==> src/rtl/mult_pkg.sv <==
// Shared types and helpers for the sequential shift-add multiplier.
// Contents: FSM state enum, counter-width helper, two's-complement magnitude.
// Imported by mult_seq.
package mult_pkg;

   typedef enum logic [1:0] {
      IDLE = 2'd0,
      BUSY = 2'd1,
      DONE = 2'd2
   } mult_state_t;

   // Bits needed to count 0..w iterations.
   function automatic int cnt_width(input int w);
      return $clog2(w + 1);
   endfunction

   // Magnitude of a two's-complement value. The caller sign-extends its
   // operand to 64 bits and size-casts the result back to its own width;
   // the most-negative value comes back as 2^(w-1), which is exact when
   // read as an unsigned w-bit number.
   function automatic logic [63:0] mag64(input logic [63:0] v);
      return v[63] ? (~v + 64'd1) : v;
   endfunction

endpackage

==> src/rtl/mult_seq.sv <==
// Iterative radix-2 shift-add multiplier with a full 2*WIDTH-bit product,
// per-operation signed/unsigned mode, and valid/ready on both sides.
// Ports: clk, rst (async, active-high); in_valid/in_ready/in1/in2/signed_mode
// (operand side); out_valid/out_ready/out (product side); busy (BUSY or DONE).
// Optional build macro MULT_SEQ_EARLY_EXIT_EN: leave BUSY as soon as the
// remaining multiplier is zero (at least one iteration). Results are the same.
module mult_seq
   import mult_pkg::*;
#(
   parameter int WIDTH = 32
) (
   input  logic               clk,
   input  logic               rst,
   input  logic               in_valid,
   output logic               in_ready,
   input  logic [WIDTH-1:0]   in1,
   input  logic [WIDTH-1:0]   in2,
   input  logic               signed_mode,
   output logic               out_valid,
   input  logic               out_ready,
   output logic [2*WIDTH-1:0] out,
   output logic               busy
);

   localparam int CW = cnt_width(WIDTH);

   mult_state_t        state;
   logic [2*WIDTH-1:0] mcand;
   logic [2*WIDTH-1:0] acc;
   logic [WIDTH-1:0]   mplier;
   logic [CW-1:0]      cnt;
   logic               sign;

   logic [WIDTH-1:0]   in1_mag;
   logic [WIDTH-1:0]   in2_mag;
   logic [2*WIDTH-1:0] acc_sum;
   logic [WIDTH-1:0]   mplier_nxt;
   logic               last_iter;

   // The iteration runs on magnitudes; the sign is re-applied once at the end.
   always_comb begin
      in1_mag = in1;
      in2_mag = in2;
      if (signed_mode) begin
         in1_mag = WIDTH'(mag64(64'(signed'(in1))));
         in2_mag = WIDTH'(mag64(64'(signed'(in2))));
      end
   end

   always_comb begin
      acc_sum    = mplier[0] ? (acc + mcand) : acc;
      mplier_nxt = mplier >> 1;
      last_iter  = (cnt == CW'(WIDTH - 1));
`ifdef MULT_SEQ_EARLY_EXIT_EN
      // No set bits left means every later iteration would add nothing.
      if (mplier_nxt == '0)
         last_iter = 1'b1;
`endif
   end

   always_ff @(posedge clk or posedge rst) begin
      if (rst) begin
         state  <= IDLE;
         mcand  <= '0;
         acc    <= '0;
         mplier <= '0;
         cnt    <= '0;
         sign   <= 1'b0;
         out    <= '0;
      end else begin
         case (state)
            IDLE: begin
               if (in_valid) begin
                  mcand  <= {WIDTH'(0), in1_mag};
                  mplier <= in2_mag;
                  acc    <= '0;
                  cnt    <= '0;
                  sign   <= signed_mode & (in1[WIDTH-1] ^ in2[WIDTH-1]);
                  state  <= BUSY;
               end
            end
            BUSY: begin
               acc    <= acc_sum;
               mcand  <= mcand << 1;
               mplier <= mplier_nxt;
               cnt    <= cnt + 1'b1;
               if (last_iter) begin
                  // Uses this cycle's sum so the product lands on the same edge.
                  out   <= sign ? (~acc_sum + 1'b1) : acc_sum;
                  state <= DONE;
               end
            end
            DONE: begin
               if (out_ready)
                  state <= IDLE;
            end
            default: state <= IDLE;
         endcase
      end
   end

   assign in_ready  = (state == IDLE);
   assign out_valid = (state == DONE);
   assign busy      = (state != IDLE);

endmodule

==> config.mk <==
export PLATFORM = sky130hd
export DESIGN_NAME = mult_seq
export DESIGN_NICKNAME = d
export VERILOG_FILES = /design/src/rtl/mult_pkg.sv /design/src/rtl/mult_seq.sv
export SDC_FILE = /design/constraint.sdc
export NUM_CORES = 1
export LEC_CHECK = 0
export BUFFER_PORTS_ARGS = -buffer_cell sky130_fd_sc_hd__buf_2
export CORE_ASPECT_RATIO = 0.6
export CORE_MARGIN = 2
export CORE_UTILIZATION = 40
export DETAILED_ROUTE_END_ITERATION = 8
export MAX_ROUTING_LAYER = met4
export SKIP_LAST_GASP = 1
export SLEW_MARGIN = 10
export SYNTH_ARGS = -nofsm -noshare
export SYNTH_HDL_FRONTEND = slang
export SYNTH_SLANG_ARGS = --single-unit
==> constraint.sdc <==
create_clock -name clk -period 8.3 [get_ports clk]
set_clock_uncertainty 0.1 [all_clocks]
set_input_delay 0.415 -clock clk [delete_from_list [all_inputs] [get_ports clk]]
set_output_delay 0.415 -clock clk [all_outputs]
set_load 0.01 [all_outputs]
Word-level counts from Yosys, hierarchy flattened --
Cells that the tools add are included. Widths: inputs -> output; s select.
Word-level totals: register bits after elaboration 233, bits of input ports 69, output and inout port bits 67, logic and storage cells 48
Operators by class: equal/unequal tests 6, bitwise operators 5, add/subtract/negate cells 5, multiplexer cells 18, reduce and logical (&&, ||, !) cells 7
Operators by type and width (number):
- $mux 64 | 4
- $pmux 64 s2 | 2
- $mux 32 | 5
- $add 32x1->32 const B | 2
- $add 64x1->64 const B | 1
- $add 64x64->64 | 1
- $not 32->32 | 2
- $not 64->64 | 1
- $pmux 32 s2 | 1
- $pmux 6 s2 | 1
- $add 6x1->6 const B | 1
- $eq 6x5->1 const B | 1
- $mux 2 | 3
- $mux 6 | 1
- $pmux 2 s3 | 1
- $reduce_and 2->1 | 3
- $ne 2x2->1 const B | 2
- $reduce_bool 2->1 | 2
- $reduce_and 3->1 | 1
- $eq 2x1->1 const B | 1
- $eq 2x2->1 const B | 1
- $logic_not 2->1 | 1
- $ne 2x1->1 const B | 1
- $and 1x1->1 | 1
- $xor 1x1->1 | 1

Logic depth before layout (Yosys ltp) --
Gate-level depths: netlist of the first run.
word-level depth 6, mapped depth 22, depth with buffers taken out 16

Worst setup path after synthesis of the first run --
No wires, ideal clock.
kind reg-to-reg, from register mplier[0], to register out[60], cell stages (with the launch flop) 22, library setup time 132 ps, required time 8068 ps, data arrival time 5184 ps, clock period less this slack 5416 ps, buffers on the path 9, path slack 2884 ps, path through dfrtp_1 -> buf_2 -> clkbuf_1 -> clkbuf_1 -> buf_2 -> buf_2 -> buf_1 -> clkbuf_1 -> buf_1 -> mux2i_1 -> ha_1 -> nand2_1 -> nor3_1 -> nand4_1 -> or3_1 -> clkbuf_1 -> nor2_1 -> nor4b_2 -> nand3_2 -> o31ai_2 -> xnor2_1 -> o21ai_1
Between the ends: word-level cells in the longest chain between the ends 4
RTL lines:
- start, declared | line mult_seq.sv:30 | logic [WIDTH-1:0] mplier;
- start signal, assigned | line mult_seq.sv:75 | mplier <= in2_mag;
- start signal, assigned | line mult_seq.sv:85 | mplier <= mplier_nxt;
- $mux 64 * | line mult_seq.sv:51 | acc_sum = mplier[0] ? (acc + mcand) : acc;
- $not 64->64 | line mult_seq.sv:89 | out <= sign ? (~acc_sum + 1'b1) : acc_sum;
- $add 64x1->64 | line mult_seq.sv:89
- $mux 64 * | line mult_seq.sv:89
- end signal, assigned | line mult_seq.sv:89
- end, declared | line mult_seq.sv:21 | output logic [2*WIDTH-1:0] out,
Mark *: on every way between the ends. The rest lies on a longest branch, timed or not. A chain may end at the register's enable or synchronous reset.

Worst setup path in the final report of the first run --
from register mcand[6], to register out[62]
Between the ends: word-level cells in the longest chain between the ends 5
RTL lines:
- start, declared | line mult_seq.sv:28 | logic [2*WIDTH-1:0] mcand;
- start signal, assigned | line mult_seq.sv:74 | mcand <= {WIDTH'(0), in1_mag};
- start signal, assigned | line mult_seq.sv:84 | mcand <= mcand << 1;
- $add 64x64->64 * | line mult_seq.sv:51
- $mux 64 * | line mult_seq.sv:51
- $not 64->64 | line mult_seq.sv:89
- $add 64x1->64 | line mult_seq.sv:89
- $mux 64 * | line mult_seq.sv:89
Marked as above.

==> run metrics, run 1 <==
status=finished, final reports clean; Pwr Density=469 mW/mm²; grt peak-use layer=met1; FF/Latch Area=around 0.006 mm²; TritonRoute pass-1 iters=6; Die X=between 200 and 300 µm; Hold Crit Class=in -> reg; Crit path arrival time=between 5 and 6 ns; Placement Setup Slack=slightly below 3 ns; Layout Cells excl Fill=2730; hpwl dp=between 40 and 50 mm; n_diodes=0; Mapped Area=0.0169 mm²; H-tree depth=1; post-synthesis sequential area ratio=0.345; Crit. End Element=flip-flop; Cells after Synth=2086; total core area=roughly 0.042 mm²; CTS tree=done; leakage=around 8 nW; Final #Nets=~2300; Initial Util=0.404; most used flip-flop cell after synthesis=dfrtp_1; vias in the first global route=roughly 15000; largest net degree at the start of global routing=approximately 120; MaxCap Viol Count=0; GR Layer Usage met3=0.0716; synthesized area per cell=slightly above 8 µm²; commonest non-fill, non-tap cell in the layout=o21ai_0; P&R area growth vs syn=12.0%; CTS root buf=clkbuf_16; CP startpoint kind=flip-flop; total congestion overflow=0; first-pass GRT wire length=93.7 mm; clk_lat worst skew=0.58 ns; die area=roughly 0.044 mm²; layout cells sized above 1=0.114; Tmin final=between 5 and 6 ns; Distinct cells, synth=just over 90; Worst slew margin=0.326; Filler Cells Inserted=approximately 4200; Global Route Usage Sum=0.281; total routed wirelength=approximately 61 mm; final slew viol count=0; setup total negative slack=0 ns; Fmax achieved=~180 MHz; initial antenna violation count=1; Mapped Nets=roughly 2200; Ys Warns=0; Rows=between 50 and 60; ys async rst share=1.00; final period utilization=0.676; post-cts sizing count=0; RSZ-0062 raised after global routing=no; CP Class=reg -> reg; number of synthesized register bits=between 200 and 250; CTS buffer count=26; Core Util, Final=0.453; Setup Viol. Count Final=0; worst reg2reg setup slack=~2.7 ns; DR vias=16919; vias per cell=approximately 6.2; Peak VDD IR=around 270 µV; area occupied by multi-input gates=0.0105 mm²; Placer Congestion=~1.0; most frequent cells in the layout=o21ai_0, nand2_1, dfrtp_1; Port Buf Inserts=between 100 and 150; Worst-Margin Slew=about 1 ns; DR WL/cell=about 23 µm; Final Hold Vio Count=0; met1 Use GR=0.452; EDFF count, synth=0; Post-CTS Setup Inserts=0; CTS Buffer Depth=3; placed insts=around 2700; required time worst endpoint=between 8 and 9 ns; met2 GRT Util=0.347; drt initial violations=2224; # IOs=about 140; DRC errors left=0; Final ANT Viol Nets=0; Die Height=roughly 160 µm; worst-path maximum fanout=7; final setup margin=2.69 ns; clk slew on worst S/H paths=about 0.07 ns; CTS sink cnt=~230
area by class of cell:
cell class,instances,share of cell area
inverter,39,0.00814
tap,570,0.0377
clock buffer,34,0.0392
sequential,233,0.309
timing repair buffer,152,0.0428
clock inverter,13,0.0103
multi-input combinational,1689,0.553
worst max-delay path, cell delays in order, from the launching register on:
cell and delay, ns:
dfrtp_1 0.40, ha_1 0.38, a21oi_1 0.44, o211ai_1 0.29, a21boi_2 0.56, a21oi_1 0.22, or3_1 0.35, a31oi_1 0.69
o2111a_1 0.34, nand4_2 0.26, nor4_1 0.70, nand3_1 0.22, o31ai_1 0.32, xnor2_1 0.15, o21ai_1 0.07
where the power goes:
group / internal, mW / switching [mW] / leakage [nW]
clock: 0.755 / 0.525 / 0.465
combinational: 1.87 / 3.63 / 4.49
sequential: 1.61 / 0.475 / 3.02
cell families after synthesis:
family / synth area share
AO/OA/AOI/OAI: 0.277
adder cells (fa/ha/maj): 0.0509
multiplexers: 0.0189
AND/OR/NAND/NOR: 0.192
XOR/XNOR: 0.0784
flip-flops: 0.345
buffers and inverters: 0.0374
synthesized netlist by cell type (17+ instances only):
library cell,n,area share
o21ai_0,300,0.089
nand2_1,291,0.065
dfrtp_1,233,0.35
a21oi_1,129,0.038
nor2_1,107,0.024
clkbuf_1,103,0.023
xnor2_1,99,0.051
nand3_1,87,0.026
ha_1,67,0.050
a22oi_1,59,0.026
xor2_1,52,0.027
nor3_1,42,0.012
inv_1,39,0.0087
nand4_1,37,0.014
a31oi_1,32,0.012
o31ai_1,30,0.013
o21ai_1,26,0.0077
mux2i_1,24,0.014
a21o_1,23,0.010
or3_1,19,0.0070
and2_1,18,0.0067
nor4_1,17,0.0063
o211ai_1,17,0.0076
repair_timing:
item,CTS,global route
hold endpoints to repair,77,0
hold buffers,2,0
setup endpoints to repair,0,0
routing by layer:
layer / wire (µm) / part of all wire
met4: 689 / 0.011
met1: 31200 / 0.51
met5: 0 / 0
met2: 22700 / 0.37
met3: 6880 / 0.11
metrics by stage:
stage               cell area [µm²]  hold WS, ns  power [mW]
finish                        18900       0.0455        8.86
global route                  18900       0.0472        9.46
CTS                           18900       0.0220        8.70
detailed placement            17900        0.367        7.37
global placement              17900        0.360        7.31
floorplan                     16900        0.355        5.69
path summary, 6_finish.rpt:
| path | startpoint | to | cells past startpoint |
|---|---|---|---|
| max | mcand[6] | out[62] | 14 |
| min reg2reg | out[33] | out[33] | 2 |
| max in group asynchronous | rst | mcand[52] | 4 |
| max reg2reg | mcand[6] | out[62] | 14 |
| min in group asynchronous | rst | mcand[22] | 3 |
| min | in2[8] | mplier[8] | 3 |
registers in the layout (all words and copies together) (netlist names):
name    count
cnt         6
mcand      64
out        64
acc        64
mplier     32
state       2
sign        1
Power figures use the tool's default switching activity.
==> inputs of run 2 (changes only) <==
Clock period 8.3 ns to 5.4 ns, I/O delays scaled along.
==> run metrics, run 2 (same netlist as run 1, synthesis figures left out) <==
die area=0.0439 mm² (unchanged); CTS tree=done; required time worst endpoint=5.80 ns (-2.84 ns); Worst R2R Start=acc[20]; Initial Util=0.404 (unchanged); total core area=0.0417 mm² (unchanged); Rows=58 (unchanged); worst-path maximum fanout=9 (+2); Pwr Density=712 mW/mm² (+52%); critical path's largest stage delay=0.72 ns (+0.02 ns); P&R area growth vs syn=17.2%; final period utilization=0.963 (+0.286); commonest non-fill, non-tap cell in the layout=o21ai_0; Crit. End Element=flip-flop; Final Hold Vio Count=0 (unchanged); Global Route Usage Sum=0.299 (+0.0182); FF-to-FF End=out[57]; Final #Nets=2371 (+4.1%); Placement Setup Slack=0.314 ns (-2.59 ns); clk_lat worst skew=0.58 ns (about the same); Placer Congestion=0.993 (-4.1%); Core Util, Final=0.474 (+0.0211); CP startpoint kind=flip-flop; n_diodes=0 (unchanged); Crit path top cell by count=nand2_1; drt initial violations=2199 (-1.1%); final slew viol count=0 (unchanged); largest net degree at the start of global routing=106 (-8.6%); Fmax achieved=192 MHz (+8.0%); status=finished, final reports clean; area occupied by multi-input gates=0.0105 mm² (about the same); H-tree depth=1 (unchanged); CTS root buf=clkbuf_16; final setup margin=0.202 ns (-2.48 ns); vias per cell=6.14 (-0.92%); worst hold start=in1[0]; Hold Crit Class=in -> reg; Die X=269 µm (unchanged); worst hold slack=0.00689 ns (-0.0387 ns); setup total negative slack=0 ns (unchanged); worst reg2reg setup slack=0.20 ns (-2.48 ns); layout cells sized above 1=0.126 (+0.0122); leakage=8.39 nW (+5.2%); CP Class=reg -> reg; DR vias=17335 (+2.5%); DR WL/cell=22.9 µm (+1.6%); Final Cell Area=0.0198 mm² (+4.7%); hold endpoint=mcand[0]; most frequent cells in the layout=o21ai_0, nand2_1, dfrtp_1; Area after DPL=0.0183 mm² (+1.7%); Setup Viol. Count Final=0 (unchanged); DRC errors left=0 (unchanged); RSZ-0062 raised after global routing=no; placed insts=2719 (+1.4%); first-pass GRT wire length=99.1 mm (+5.7%); CTS sink cnt=233 (unchanged); CTS Buffer Depth=3 (unchanged); total power=14.1 mW (+59%); # IOs=136 (unchanged); vias in the first global route=15753 (+4.3%); Port Buf Inserts=135 (unchanged); FF/Latch Area=0.00583 mm² (unchanged); Tmin final=5.20 ns (-0.416 ns); FF-to-FF path depth=14 (unchanged); initial antenna violation count=0 (-1); Worst-Margin Slew=0.986 ns (-0.0162 ns); total routed wirelength=64.6 mm (+5.1%); critical path's slowest cell=a2111oi_1; Die Height=163 µm (unchanged); Crit path arrival time=5.60 ns (-0.36 ns); cell-by-cell trace of the critical path=ha_1, nand2_1, nor2_1, nand2_1, a2111oi_1, o21a_1, o211ai_1, a31o_2, a31oi_1, and4b_1, nand3_2, o31a_1, xor2_1, o21ai_1; Worst slew margin=0.337 (+0.0107); Post-CTS Setup Inserts=0 (unchanged); biggest regs=acc x64, mcand x64, out x64; Filler Cells Inserted=4174 (-0.072%); Layout Cells excl Fill=2823 (+3.4%); MaxCap Viol Count=0 (unchanged); clk slew on worst S/H paths=0.06 ns (about the same); hold depth=3 (unchanged); CTS buffer count=26 (unchanged); Final ANT Viol Nets=0 (unchanged); TritonRoute pass-1 iters=5 (-1); total congestion overflow=0 (unchanged); Peak VDD IR=363 µV (+36%); hpwl dp=48.1 mm (+5.7%)
## run 2: changes by cell type in the layout (fill, tap and decap cells not counted), sizes merged
| cell | delta |
|---|---|
| clkinv | -1 |
| bufinv | +2 |
| dlygate4sd3 | +55 |
| clkinvlp | +3 |
| clkbuf | -4 |
| buf | +38 |
## run 2: where the power goes
part / switching (mW) / internal [mW] / leakage, nW
clock: 0.838 / 1.21 / 0.467
combinational: 5.77 / 3.08 / 4.91
sequential: 0.713 / 2.47 / 3.02
total: 7.33 / 6.76 / 8.39
## run 2: how the worst max path moves through the flow
stage | slack, ns | startpoint | cells after the start | to
floorplan | 0.12 | mplier[0] | 21 | out[60]
global route | 0.06 | acc[20] | 14 | out[37]
global placement | 0.21 | acc[20] | 14 | out[57]
CTS | 0.30 | acc[20] | 14 | out[57]
detailed placement | 0.31 | acc[20] | 14 | out[57]
finish | 0.20 | acc[20] | 14 | out[57]
## run 2: repair_timing
action / 4_1_cts / 5_1_grt
hold buffers: 57 / 0
gates resized for setup: 0 / 2
endpoints found under the hold margin: 89 / 0
setup endpoints to repair: 0 / 6
## run 2: cell type report
cell class | count | share of cell area
clock buffers | 30 | 0.0347
clock inverters | 17 | 0.0137
inverters | 39 | 0.00759
multi-input cells | 1689 | 0.529
flip-flops and latches | 233 | 0.295
well taps | 570 | 0.0361
repair buffers | 245 | 0.0844
## run 2: worst max-delay path, delay by kind of cell, from the launching register on
kind            cells  cell delay, ns
simple gates        5            1.61
xor+xnor            1            0.14
fa+ha+maj           1            0.52
compound gates      7            2.31
flops               1            0.43
## run 2: layer usage
layer / vias to the layer above / wire length, µm / global-route usage
met4: 0 / 703 / 0.0340
met2: 824 / 23700 / 0.371
li1: 7952 / - / -
met5: - / 0 / -
met1: 8499 / 32900 / 0.478
met3: 60 / 7230 / 0.0788
